[src/rtl/axi_arb_pkg.sv]
// Shared types and helpers for the AXI-Stream packet arbiter.
// Holds the FSM state encoding and the one-hot to binary conversion used for sel.
package axi_arb_pkg;

  localparam int ARB_MAX_W = 32;

  typedef enum logic {
    ARB_IDLE  = 1'b0,
    ARB_GRANT = 1'b1
  } arb_state_t;

  // Index of the set bit of a one-hot vector; all-zero input yields 0.
  function automatic logic [4:0] onehot_to_bin(input logic [ARB_MAX_W-1:0] one_hot);
    logic [4:0] idx;
    idx = 5'd0;
    for (int i = 0; i < ARB_MAX_W; i++) begin
      idx = idx | ({5{one_hot[i]}} & 5'(i));
    end
    return idx;
  endfunction

endpackage

[src/rtl/priority_encoder_one_hot.sv]
// Isolates the highest set bit of a request vector as a one-hot vector.
// An all-zero input produces an all-zero output.
module priority_encoder_one_hot #(
  parameter int WIDTH = 4
) (
  input  logic [WIDTH-1:0] req_vec,
  output logic [WIDTH-1:0] one_hot
);

  logic found;

  // Scan from the top bit down, keeping only the first set bit seen.
  always_comb begin
    one_hot = {WIDTH{1'b0}};
    found   = 1'b0;
    for (int i = WIDTH - 1; i >= 0; i--) begin
      one_hot[i] = req_vec[i] & ~found;
      found      = found | req_vec[i];
    end
  end

endmodule

[src/rtl/axi_packet_arbiter.sv]
// Packet-granular arbiter: holds a one-hot grant from request until the granted tlast beat is accepted.
// Fixed priority (highest index wins) by default; define AXI_PACKET_ARBITER_RR_EN for round-robin.
module axi_packet_arbiter
  import axi_arb_pkg::*;
#(
  parameter int WIDTH = 4,
  parameter int SEL_W = $clog2(WIDTH)
) (
  input  logic             clk,
  input  logic             reset,
  input  logic             clear,
  input  logic [WIDTH-1:0] req,
  input  logic             o_tvalid,
  input  logic             o_tready,
  input  logic             o_tlast,
  output logic [WIDTH-1:0] grant,
  output logic [SEL_W-1:0] sel,
  output logic             busy
);

  arb_state_t             state;
  arb_state_t             next_state;
  logic [WIDTH-1:0]       pick;
  logic [ARB_MAX_W-1:0]   pick_ext;
  logic [4:0]             pick_idx;
  logic [SEL_W-1:0]       pick_sel;
  logic [WIDTH-1:0]       grant_d;
  logic [SEL_W-1:0]       sel_d;
  logic                   last_beat;

  assign last_beat = o_tvalid & o_tready & o_tlast;

`ifdef AXI_PACKET_ARBITER_RR_EN
  logic [SEL_W-1:0] pointer;
  logic [SEL_W-1:0] pointer_d;
  logic             ptr_valid;
  logic [WIDTH-1:0] below_mask;
  logic [WIDTH-1:0] masked_req;
  logic [WIDTH-1:0] masked_pick;
  logic [WIDTH-1:0] full_pick;

  // Requests strictly below the last granted index.
  always_comb begin
    below_mask = {WIDTH{1'b0}};
    for (int i = 0; i < WIDTH; i++) begin
      below_mask[i] = (SEL_W'(i) < pointer);
    end
  end

  assign masked_req = req & below_mask;

  priority_encoder_one_hot #(.WIDTH(WIDTH)) u_pe_masked (
    .req_vec (masked_req),
    .one_hot (masked_pick)
  );

  priority_encoder_one_hot #(.WIDTH(WIDTH)) u_pe_full (
    .req_vec (req),
    .one_hot (full_pick)
  );

  // Until the first grant after reset the pointer is only nominal, so the top requester starts the rotation.
  assign pick      = (ptr_valid && (|masked_req)) ? masked_pick : full_pick;
  assign pointer_d = ((state == ARB_IDLE) && (|req)) ? pick_sel : pointer;

  // Round-robin pointer: index of the last granted source.
  always_ff @(posedge clk) begin
    if (reset || clear) begin
      pointer   <= SEL_W'(WIDTH - 1);
      ptr_valid <= 1'b0;
    end else begin
      pointer   <= pointer_d;
      ptr_valid <= ptr_valid | ((state == ARB_IDLE) && (|req));
    end
  end
`else
  priority_encoder_one_hot #(.WIDTH(WIDTH)) u_pe (
    .req_vec (req),
    .one_hot (pick)
  );
`endif

  // Binary index of the selected requester, sized down to SEL_W.
  always_comb begin
    pick_ext              = {ARB_MAX_W{1'b0}};
    pick_ext[WIDTH-1:0]   = pick;
    pick_idx              = onehot_to_bin(pick_ext);
    pick_sel              = SEL_W'(pick_idx);
  end

  // Next state and next registered outputs.
  always_comb begin
    next_state = state;
    grant_d    = grant;
    sel_d      = sel;
    case (state)
      ARB_IDLE: begin
        if (|req) begin
          next_state = ARB_GRANT;
          grant_d    = pick;
          sel_d      = pick_sel;
        end else begin
          grant_d    = {WIDTH{1'b0}};
          sel_d      = {SEL_W{1'b0}};
        end
      end
      ARB_GRANT: begin
        if (last_beat) begin
          next_state = ARB_IDLE;
          grant_d    = {WIDTH{1'b0}};
          sel_d      = {SEL_W{1'b0}};
        end else begin
          grant_d    = grant;
          sel_d      = sel;
        end
      end
      default: begin
        next_state = ARB_IDLE;
        grant_d    = {WIDTH{1'b0}};
        sel_d      = {SEL_W{1'b0}};
      end
    endcase
  end

  // State and output registers; reset and clear have identical effect.
  always_ff @(posedge clk) begin
    if (reset || clear) begin
      state <= ARB_IDLE;
      grant <= {WIDTH{1'b0}};
      sel   <= {SEL_W{1'b0}};
      busy  <= 1'b0;
    end else begin
      state <= next_state;
      grant <= grant_d;
      sel   <= sel_d;
      busy  <= |grant_d;
    end
  end

endmodule

[config.mk]
export PLATFORM = sky130hd
export DESIGN_NAME = axi_packet_arbiter
export DESIGN_NICKNAME = d
export VERILOG_FILES = /design/src/rtl/axi_arb_pkg.sv /design/src/rtl/priority_encoder_one_hot.sv /design/src/rtl/axi_packet_arbiter.sv
export SDC_FILE = /design/constraint.sdc
export NUM_CORES = 1
export LEC_CHECK = 0
export ABC_AREA = 0
export CAP_MARGIN = 10
export CORE_AREA = 5 5 42 44
export CTS_CLUSTER_SIZE = 24
export DETAILED_ROUTE_END_ITERATION = 6
export DIE_AREA = 0 0 47 49
export HOLD_SLACK_MARGIN = 0.12
export PLACE_DENSITY = 0.56
export SKIP_CTS_REPAIR_TIMING = 1
export SYNTH_ARGS = -nofsm -noshare
export SYNTH_HDL_FRONTEND = slang
export SYNTH_SLANG_ARGS = --single-unit
[constraint.sdc]
create_clock -name clk -period 1.4 [get_ports clk]
set_input_delay 0.28 -clock clk [delete_from_list [all_inputs] [get_ports clk]]
set_output_delay 0.28 -clock clk [all_outputs]
set_load 0.01 [all_outputs]
[Word level (Yosys, flattened, before mapping)]
Index checks and enable logic that the tools add are counted.
Word-level totals
  register bits: 8
  output and inout bits: 7
  bits in writable memories: 0
  memories: 0
  latch bits: 0
  memory bits (read-only): 0
Operators by class
  shift-type cells: 0
  equality and inequality tests: 1
  multiply operators: 0
  $lt $le $gt $ge: 0
  multiplexer cells: 9
  reductions and logical operators: 3
  add/subtract/negate cells: 0
  bitwise operators: 13
  divide/modulo/power cells: 0
Operator list (number)
  4-bit two-way mux: 2
  4-bit one-hot mux with 2 select lines: 1
  4-bit OR reduction: 2
  1-bit AND: 5
  2-bit two-way mux: 2
  1-bit inverter: 4
  2-bit one-hot mux with 2 select lines: 1
  1-bit two-way mux: 2
  2-bit by 1-bit inequality test with 1-bit output (second input constant): 1
  1-bit OR: 2
  1-bit by 2-bit OR with 2-bit output: 1
  2-bit OR: 1
  1-bit one-hot mux with 2 select lines: 1
  1-bit logical OR: 1

[Longest topological paths before layout]
Gate-level depths: netlist (run 1).
  depth after elaboration: 7
  mapped depth: 4
  depth with buffers taken out: 3

[Hierarchy]
From an unflattened synthesis (run 1), not the netlist that was laid out.
Second synthesis, totals
  cell total of the unflattened synthesis: 33
  area, all modules: 381.6 sq um
Modules (own cells, without submodules)
  axi_packet_arbiter: seq. area each 160.2 sq um, area each 345.3 sq um, times used 1, cells an instance 29
  priority_encoder_one_hot: seq. area each 0.0 sq um, area each 36.3 sq um, times used 1, cells an instance 4

[Worst setup path after synthesis (run 1)]
Ideal clock, no wire load.
  path kind: register -> register
  from: register grant[2]
  to: register busy
  setup time: 0.130 ns
  required time: 1.270 ns
  path slack: 0.297 ns
  stages on the path, launching flop included: 4
  period minus slack after synthesis: 1.103 ns
  arrival: 0.973 ns
  cells stage by stage: dfxtp_1 or4_1 nand3_1 a21oi_1
Between the ends
  longest elaborated chain between the ends: 3
RTL lines
  start: declaration: RTL line axi_packet_arbiter.sv:16  | output logic [WIDTH-1:0] grant,
  start signal: assignment: RTL line axi_packet_arbiter.sv:129  | grant <= {WIDTH{1'b0}};
  start signal: assignment: RTL line axi_packet_arbiter.sv:134  | grant <= grant_d;
  4-bit two-way mux: RTL line axi_packet_arbiter.sv:108  | if (last_beat) begin
  4-bit one-hot mux with 2 select lines: RTL line axi_packet_arbiter.sv:96  | case (state)
  4-bit OR reduction: RTL line axi_packet_arbiter.sv:136  | busy <= |grant_d;
  end signal: assignment: RTL line axi_packet_arbiter.sv:136
  end: declaration: RTL line axi_packet_arbiter.sv:18  | output logic busy
Every way passes these cells.
A chain may end at the register's enable or synchronous reset.

[Worst setup path in the final report (run 1)]
  from: register busy
  to: output busy
No word-level cell between the ends.

==> run_results.csv, run 1 <==
group,metric,value,unit
run_status,outcome,"finished clean",
setup_path,cp.required,1.12,ns
global_route,overflow,0,
finish,area_delta_synth_final,71.3,%
placed_design,hpwlAfterDp,649,um
drt,drt_iter0_markers,6,
finish,nets,68,
sta,fmax,738,MHz
cts,cts-root-buf,"clkbuf_4",
die,dieArea,0.00230,mm^2
worst_hold_path,min_path_type,"flop to flop",
placed_design,gp_congestion,0.664,
finish,diodes,0,
drt,wl,815,um
power_and_ir_drop,p_total,511,uW
setup_path,cpPeakStageDelay,0.52,ns
synthesis,syn_area_per_cell,9.75,um^2
setup_path,worst_ep_arrival_time,1.08,ns
sta,max_slew_margin,0.781,
global_route,grt_pass1_wl,1320,um
die,die_y,49,um
die,initial_core_util,0.237,
sta,fin_skew,0.000355,ns
cts,cts_tree,"yes",
synthesis,seq_area_frac_synth,0.483,
finish,final_cell_mix,"10 x clkdlybuf4s50_1, 8 x dfxtp_1, 6 x dlymetal6s2s_1",
synthesis,synth_top_cell_area_share,0.483,
global_route,gr-usage-all-layers,0.0854,
global_route,antenna_found_initial,0,
drt,avgRoutedWirePerCell,11.3,um
placed_design,port-buffer-count,16,
cts,cts_sinks,8,
die,io_pins,17,
setup_path,start_kind,"flop",
setup_path,critPathSlowestCell,"clkdlybuf4s50_1",
global_route,grt_max_degree,7,
cts,h-tree-depth,1,
cts,clk_latency,0.25,ns
synthesis,synthCells,34,
sta,tightest_slew,0.326,ns
placed_design,place_inst,69,
setup_path,critPathKind,"flop to output port",
finish,drive_gt1_frac,0.161,
die,core_area,0.00140,mm^2
drt,drtPass1Iterations,4,
cts,cts.reportedPaths.clkPinSlew,0.06,ns
drt,vias,323,
drt,ant_nets,0,
synthesis,yosys_register_bits,8,
setup_path,critPathCaptureType,"output port",
drt,vias_per_cell,4.49,
finish,instances_no_fill,72,
finish,layout_commonest_cell,"clkdlybuf4s50_1",
sta,grt_setup_unrepaired,"no",
synthesis,yosys.area.top_type,"dfxtp_1",
global_route,grt_pass1_vias,318,
setup_path,crit_buf_inv,1,
synthesis,yosys_warnings,0,
power_and_ir_drop,vdd_drop_max,0.386,mV
setup_path,crit_family,"buffers and inverters",
synthesis,ys_top_cells_by_area,"dfxtp_1 48%, a32o_1 9.1%, nor3b_4 5.7%",
sta,finalHoldViolCount,0,
die,die_width,47,um
die,rows,14,
job,cap_violations,0,
synthesis,yosysUniqueCellTypes,16,
sta,min_period,1.36,ns
cts,cts_max_path_buffers,2,
synthesis,syn_area,332,um^2
sta,setup_viol,0,
synthesis,syn_nets,44,
drt,drc,0,
sta,final_max_slew_viol_count,0,
cts,cts_buffers,3,
setup_path,crit_chain,"clkdlybuf4s50_1",
sta,finalSetupTns,0,ns
power_and_ir_drop,powerDensity,899,mW/mm^2
setup_path,critPathMaxFanout,1,
power_and_ir_drop,p_leak,0.322,nW
sta,period_share,0.968,
finish,fill_cells,154,
-- logic make-up after synthesis --
kind of cell | count (synthesis) | synth area share
buffers and inverters | 4 | 0.0679
AND/OR/NAND/NOR | 12 | 0.223
AO/OA/AOI/OAI | 10 | 0.226
flip-flops | 8 | 0.483
-- worst reg2reg max path, cell delays in order, from the launching register on --
cell and delay (ns):
dfxtp_1 0.32, or4_1 0.53, nand3_1 0.10, a21oi_1 0.06
-- per-layer routing --
metal | global-route usage | routed length, um
met3 | 0.0332 | 37
met2 | 0.113 | 407
met1 | 0.0973 | 346
met5 | 0 | 0
met4 | 0.0829 | 23
-- cells in the mapped netlist --
cell,number
or2_2,1
a32o_1,3
o31ai_1,1
inv_1,3
nor3b_4,1
nor3_1,1
buf_6,1
a21oi_1,3
or2_1,1
dfxtp_1,8
nand2_1,2
o21ai_0,1
a22o_1,2
nor2_1,2
or4_1,1
nand3_1,3
-- power breakdown --
| part | switching [mW] | leakage (nW) | internal [mW] |
|---|---|---|---|
| registers | 0.00621 | 0.0655 | 0.237 |
| clock network | 0.0839 | 0.0138 | 0.0985 |
| logic | 0.0321 | 0.243 | 0.0524 |
| total | 0.122 | 0.322 | 0.388 |
-- flip-flops by register name, indices dropped and copies added, names as in the netlist --
signal  flops
busy        1
grant       4
sel         2
state       1
-- layout make-up --
cell class	instances	area, um^2	area share
sequential	8	160	0.282
inverter	3	11.3	0.0198
tap	16	20.0	0.0352
clock buffer	3	22.5	0.0396
multi-input combinational	22	149	0.262
timing repair buffer	20	205	0.361
-- path summary, 6_finish.rpt --
kind | cells after the start | to | slack (ns) | from
setup / recovery | 1 | busy | 0.04 | busy
hold / removal | 1 | sel[1] | 0.47 | sel[1]
setup reg to reg | 3 | busy | 0.27 | grant[2]
hold reg to reg | 1 | sel[1] | 0.47 | sel[1]
-- stage by stage --
stage	area, um^2	hold slack (ns)	util	setup WS (ns)
2_1_floorplan	332	0.426	-	0.297
3_3_place_gp	531	0.472	0.379	-0.148
3_5_place_dp	531	0.470	0.379	-0.169
4_1_cts	553	0.482	0.395	-0.0423
5_1_grt	568	0.492	0.405	0.000201
6_report	568	0.474	0.405	0.0447
Note: power is estimated with default switching activity, not from simulation.
==> run 2, diff against run 1 <==
--- a/config.mk
+++ b/config.mk
@@ -13,6 +13,7 @@
 export DIE_AREA = 0 0 47 49
 export HOLD_SLACK_MARGIN = 0.12
 export PLACE_DENSITY = 0.56
+export SETUP_SLACK_MARGIN = 0.05
 export SKIP_CTS_REPAIR_TIMING = 1
 export SYNTH_ARGS = -nofsm -noshare
 export SYNTH_HDL_FRONTEND = slang
==> run 2 against run 1 <==
Compared with the run above: clock skew up 0.0011 ns; combinational power increased by 1%; highest routed layer unchanged; worst setup slack improved by 0.10 ns; largest cell class unchanged; critical path type is now input port to flop; worst hold slack hardly changed; wire length increased by 0.86%.
==> run_results.csv, run 2 (synthesis results as in run 1) <==
group,metric,value,unit
cts,clk_latency,0.25,ns
drt,drtPass1Iterations,4,
worst_hold_path,min-delay-start,"sel[1]",
die,die_width,47,um
sta,grt_setup_unrepaired,"no",
drt,vias,325,
setup_path,worst_ep_arrival_time,1.45,ns
power_and_ir_drop,clkPwrFrac,0.352,
drt,wl,822,um
die,die_y,49,um
placed_design,port-buffer-count,16,
worst_hold_path,min_path_type,"flop to flop",
run_status,outcome,"finished clean",
cts,h-tree-depth,1,
finish,nets,68,
cts,cts-root-buf,"clkbuf_4",
power_and_ir_drop,switching_share,0.236,
worst_hold_path,hold-path-endpoint,"sel[1]",
sta,final_max_slew_viol_count,0,
power_and_ir_drop,vdd_drop_max,0.380,mV
cts,cts_buffers,3,
power_and_ir_drop,p_comb_frac,0.168,
sta,fin_ws,0.145,ns
sta,tightest_slew,0.280,ns
setup_path,critPathCaptureType,"flop",
cts,cts_max_path_buffers,2,
placed_design,gp_congestion,0.664,
setup_path,cp.required,1.60,ns
power_and_ir_drop,p_int,388,uW
global_route,grt_pass1_wl,1320,um
finish,postLayoutCellArea,576,um^2
die,initial_core_util,0.237,
setup_path,worst-r2r-cell-count,3,
global_route,antenna_found_initial,0,
finish,largestRegisters,"grant: 4 flops, sel: 2 flops",
finish,drive_gt1_frac,0.179,
power_and_ir_drop,p_leak,0.339,nW
die,rows,14,
drt,vias_per_cell,4.51,
drt,ant_nets,0,
setup_path,r2r_start,"grant[2]",
setup_path,start_kind,"input port",
finish,final_cell_mix,"9 x clkdlybuf4s50_1, 8 x dfxtp_1, 7 x dlymetal6s2s_1",
power_and_ir_drop,switchingPower,120,uW
power_and_ir_drop,powerDensity,883,mW/mm^2
setup_path,r2r-end,"busy",
cts,cts.reportedPaths.clkPinSlew,0.06,ns
drt,drt_iter0_markers,3,
sta,finalHoldViolCount,0,
sta,hold_ws,0.473,ns
setup_path,ff2ff_setup_slack,0.27,ns
global_route,grt_max_degree,7,
cts,cts_tree,"yes",
finish,layout_commonest_cell,"clkdlybuf4s50_1",
sta,period_share,0.896,
drt,drc,0,
finish,area_delta_synth_final,73.6,%
global_route,overflow,0,
sta,fin_skew,0.00144,ns
finish,diodes,0,
finish,regMostFlops,"grant",
power_and_ir_drop,p_seq_frac,0.480,
sta,setup_viol,0,
global_route,gr-usage-all-layers,0.0854,
placed_design,hpwlAfterDp,649,um
placed_design,dpl_worst_slack,-0.169,ns
sta,max_slew_margin,0.813,
setup_path,critPathKind,"input port to flop",
job,cap_violations,0,
finish,largest_reg_flops,4,
die,io_pins,17,
sta,min_period,1.25,ns
sta,fmax,797,MHz
die,core_area,0.00140,mm^2
drt,avgRoutedWirePerCell,11.4,um
cts,cts_sinks,8,
worst_hold_path,hold_path_depth,1,
die,dieArea,0.00230,mm^2
placed_design,place_inst,69,
setup_path,critPathMaxFanout,5,
placed_design,postPlaceCellArea,531,um^2
global_route,grt_pass1_vias,318,
finish,instances_no_fill,72,
run 2: area by class of cell:
type	instances	area, um^2
Tap cell	16	20.0
Inverter	3	11.3
Sequential cell	8	160
Timing Repair Buffer	20	208
Clock buffer	3	22.5
Fill cell	152	826
Multi-Input combinational cell	22	154
run 2: worst max path at each step:
stage | slack (ns) | endpoint | start
after floorplan | 0.30 | busy | grant[2]
after global placement | -0.15 | state | req[3]
after detailed placement | -0.17 | busy | req[3]
after CTS | -0.04 | grant[2] | grant[2]
after global routing | 0.09 | grant[1] | clear
final | 0.15 | grant[1] | clear
run 2: worst max-delay path, cell delays in order:
cell and delay, ns:
clkdlybuf4s50_1 0.39, or2_1 0.31, nor2_1 0.26, a32o_1 0.21
run 2: power by group through the flow:
stage / combinational [mW] / sequential (mW) / clock, mW
2_1_floorplan: 0.0301 / 0.252 / 0
6_report: 0.0855 / 0.244 / 0.179
3_5_place_dp: 0.0861 / 0.249 / 0
4_1_cts: 0.0866 / 0.244 / 0.184
3_3_place_gp: 0.0860 / 0.249 / 0
5_1_grt: 0.0933 / 0.245 / 0.197
run 2: stage by stage:
stage | TNS (ns) | utilization | total power, mW
5_1_grt | 0 | 0.411 | 0.535
4_1_cts | -0.168 | 0.395 | 0.515
3_3_place_gp | -0.686 | 0.379 | 0.335
6_report | 0 | 0.411 | 0.508
3_5_place_dp | -0.812 | 0.379 | 0.335
2_1_floorplan | 0 | - | 0.282
run 2: per-layer routing:
layer / up-vias / part of all wire / GRT usage
met3: 2 / 0.050 / 0.0332
li1: 170 / - / -
met4: 0 / 0.028 / 0.0829
met5: - / 0 / 0
met2: 8 / 0.50 / 0.113
met1: 145 / 0.42 / 0.0973
==> run 3, diff against run 2 <==
--- a/config.mk
+++ b/config.mk
@@ -14,7 +14,6 @@
 export HOLD_SLACK_MARGIN = 0.12
 export PLACE_DENSITY = 0.56
 export SETUP_SLACK_MARGIN = 0.05
-export SKIP_CTS_REPAIR_TIMING = 1
 export SYNTH_ARGS = -nofsm -noshare
 export SYNTH_HDL_FRONTEND = slang
 export SYNTH_SLANG_ARGS = --single-unit
==> run 3 against run 2 <==
Compared with the run above: utilization is 1.9 points lower; highest routed layer unchanged; via count up 1.2%; register-to-register slack barely moved; critical path depth unchanged; maximum frequency up 0.15%; largest power group unchanged; first-iteration DRC count is the same; global-route usage unchanged; die area is the same; total power down 0.65%; sequential power hardly changed; wire length down 1.2%.
==> run_results.csv, run 3 (synthesis results as in run 1) <==
group,metric,value,unit
power_and_ir_drop,p_int,385,uW
die,die_y,49,um
drt,drt-met1-wl,355,um
drt,wl,812,um
drt,avgRoutedWirePerCell,11.3,um
finish,final_cell_mix,"9 x clkdlybuf4s50_1, 8 x dfxtp_1, 7 x dlygate4sd2_1",
die,io_pins,17,
global_route,overflow,0,
power_and_ir_drop,p_leak,0.250,nW
global_route,antenna_found_initial,0,
global_route,grt_max_degree,7,
setup_path,r2r_start,"grant[2]",
setup_path,cp.required,1.60,ns
setup_path,critPathKind,"input port to flop",
job,cap_violations,0,
setup_path,critPathCaptureType,"flop",
finish,layout_commonest_cell,"clkdlybuf4s50_1",
finish,postLayoutCellArea,549,um^2
power_and_ir_drop,vdd_drop_max,0.376,mV
sta,final_max_slew_viol_count,0,
drt,vias_per_cell,4.57,
setup_path,worst_ep_arrival_time,1.45,ns
drt,routed.top_layer,"met4",
global_route,gr-usage-all-layers,0.0854,
power_and_ir_drop,clkPwrFrac,0.354,
sta,fmax,798,MHz
sta,period_share,0.895,
power_and_ir_drop,p_comb_frac,0.163,
power_and_ir_drop,p_total,505,uW
global_route,grt_pass1_wl,1320,um
cts,cts.reportedPaths.clkPinSlew,0.06,ns
cts,cts_max_path_buffers,2,
cts,cts_sinks,8,
sta,max_slew_margin,0.813,
setup_path,cp-startpoint,"clear",
die,initial_core_util,0.237,
placed_design,gp_congestion,0.664,
finish,regMostFlops,"grant",
finish,diodes,0,
power_and_ir_drop,switching_share,0.237,
drt,ant_nets,0,
cts,cts-root-buf,"clkbuf_4",
die,core_area,0.00140,mm^2
die,die_width,47,um
sta,min_period,1.25,ns
cts,cts_tree,"yes",
finish,drive_gt1_frac,0.179,
drt,wl_met3,31,um
sta,fin_skew,0.00146,ns
drt,drtPass1Iterations,4,
finish,area_delta_synth_final,65.7,%
finish,fill_cells,157,
cts,h-tree-depth,1,
drt,drt_iter0_markers,3,
finish,largest_reg_flops,4,
setup_path,critPathMaxFanout,5,
sta,tightest_slew,0.280,ns
cts,clk_latency,0.25,ns
setup_path,start_kind,"input port",
drt,met2_length,401,um
worst_hold_path,min-delay-start,"sel[1]",
sta,finalHoldViolCount,0,
drt,drc,0,
power_and_ir_drop,switchingPower,120,uW
worst_hold_path,min_path_type,"flop to flop",
placed_design,port-buffer-count,16,
placed_design,postPlaceCellArea,531,um^2
run_status,outcome,"finished clean",
finish,largestRegisters,"grant: 4 flops, sel: 2 flops",
drt,vias,329,
placed_design,hpwlAfterDp,649,um
cts,cts_setup_buffers,0,
power_and_ir_drop,p_seq_frac,0.483,
power_and_ir_drop,powerDensity,919,mW/mm^2
sta,grt_setup_unrepaired,"no",
cts,cts_buffers,3,
die,dieArea,0.00230,mm^2
die,rows,14,
sta,setup_viol,0,
finish,nets,68,
global_route,grt_pass1_vias,318,
run 3: power by group through the flow:
stage	clock network (mW)	logic (mW)	registers [mW]
after floorplan	0	0.0301	0.252
after global placement	0	0.0860	0.249
after detailed placement	0	0.0861	0.249
after CTS	0.184	0.0813	0.244
after global routing	0.197	0.0902	0.245
final	0.179	0.0822	0.244
run 3: area by class of cell:
class                      count  area, um^2  share of cell area
multi-input combinational     22         154               0.280
sequential                     8         160               0.292
tap                           16        20.0              0.0364
clock buffer                   3        22.5              0.0410
timing repair buffer          20         181               0.330
inverter                       3        11.3              0.0205
run 3: metal layers:
layer,track usage,vias up
li1,-,170
met1,0.0973,149
met2,0.113,8
met3,0.0332,2
met4,0.0829,0
met5,0,-
run 3: path summary, 6_finish.rpt:
path	to	slack [ns]	cells past startpoint
max	grant[1]	0.15	4
min	sel[1]	0.47	1
max reg2reg	busy	0.27	3
min reg2reg	sel[1]	0.47	1
run 3: per-stage QoR:
| stage | TNS, ns | hold WS [ns] | cells | setup WS (ns) | util |
|---|---|---|---|---|---|
| 2_1_floorplan | 0 | 0.426 | 34 | 0.297 | - |
| 3_3_place_gp | -0.686 | 0.472 | 69 | -0.148 | 0.379 |
| 6_report | 0 | 0.474 | 72 | 0.147 | 0.392 |
| 3_5_place_dp | -0.812 | 0.470 | 69 | -0.169 | 0.379 |
| 4_1_cts | 0 | 0.478 | 72 | 0.0961 | 0.388 |
| 5_1_grt | 0 | 0.492 | 72 | 0.0940 | 0.392 |
run 3: repair_timing:
| action | in CTS | in global routing |
|---|---|---|
| hold buffers | 0 | 0 |
| endpoints found under the setup margin | 7 | 2 |
| gates resized for setup | 7 | 1 |
run 3: critical path, stage by stage:
cell and delay [ns]:
clkdlybuf4s50_1 0.39, or2_1 0.31, nor2_1 0.26, a32o_1 0.21
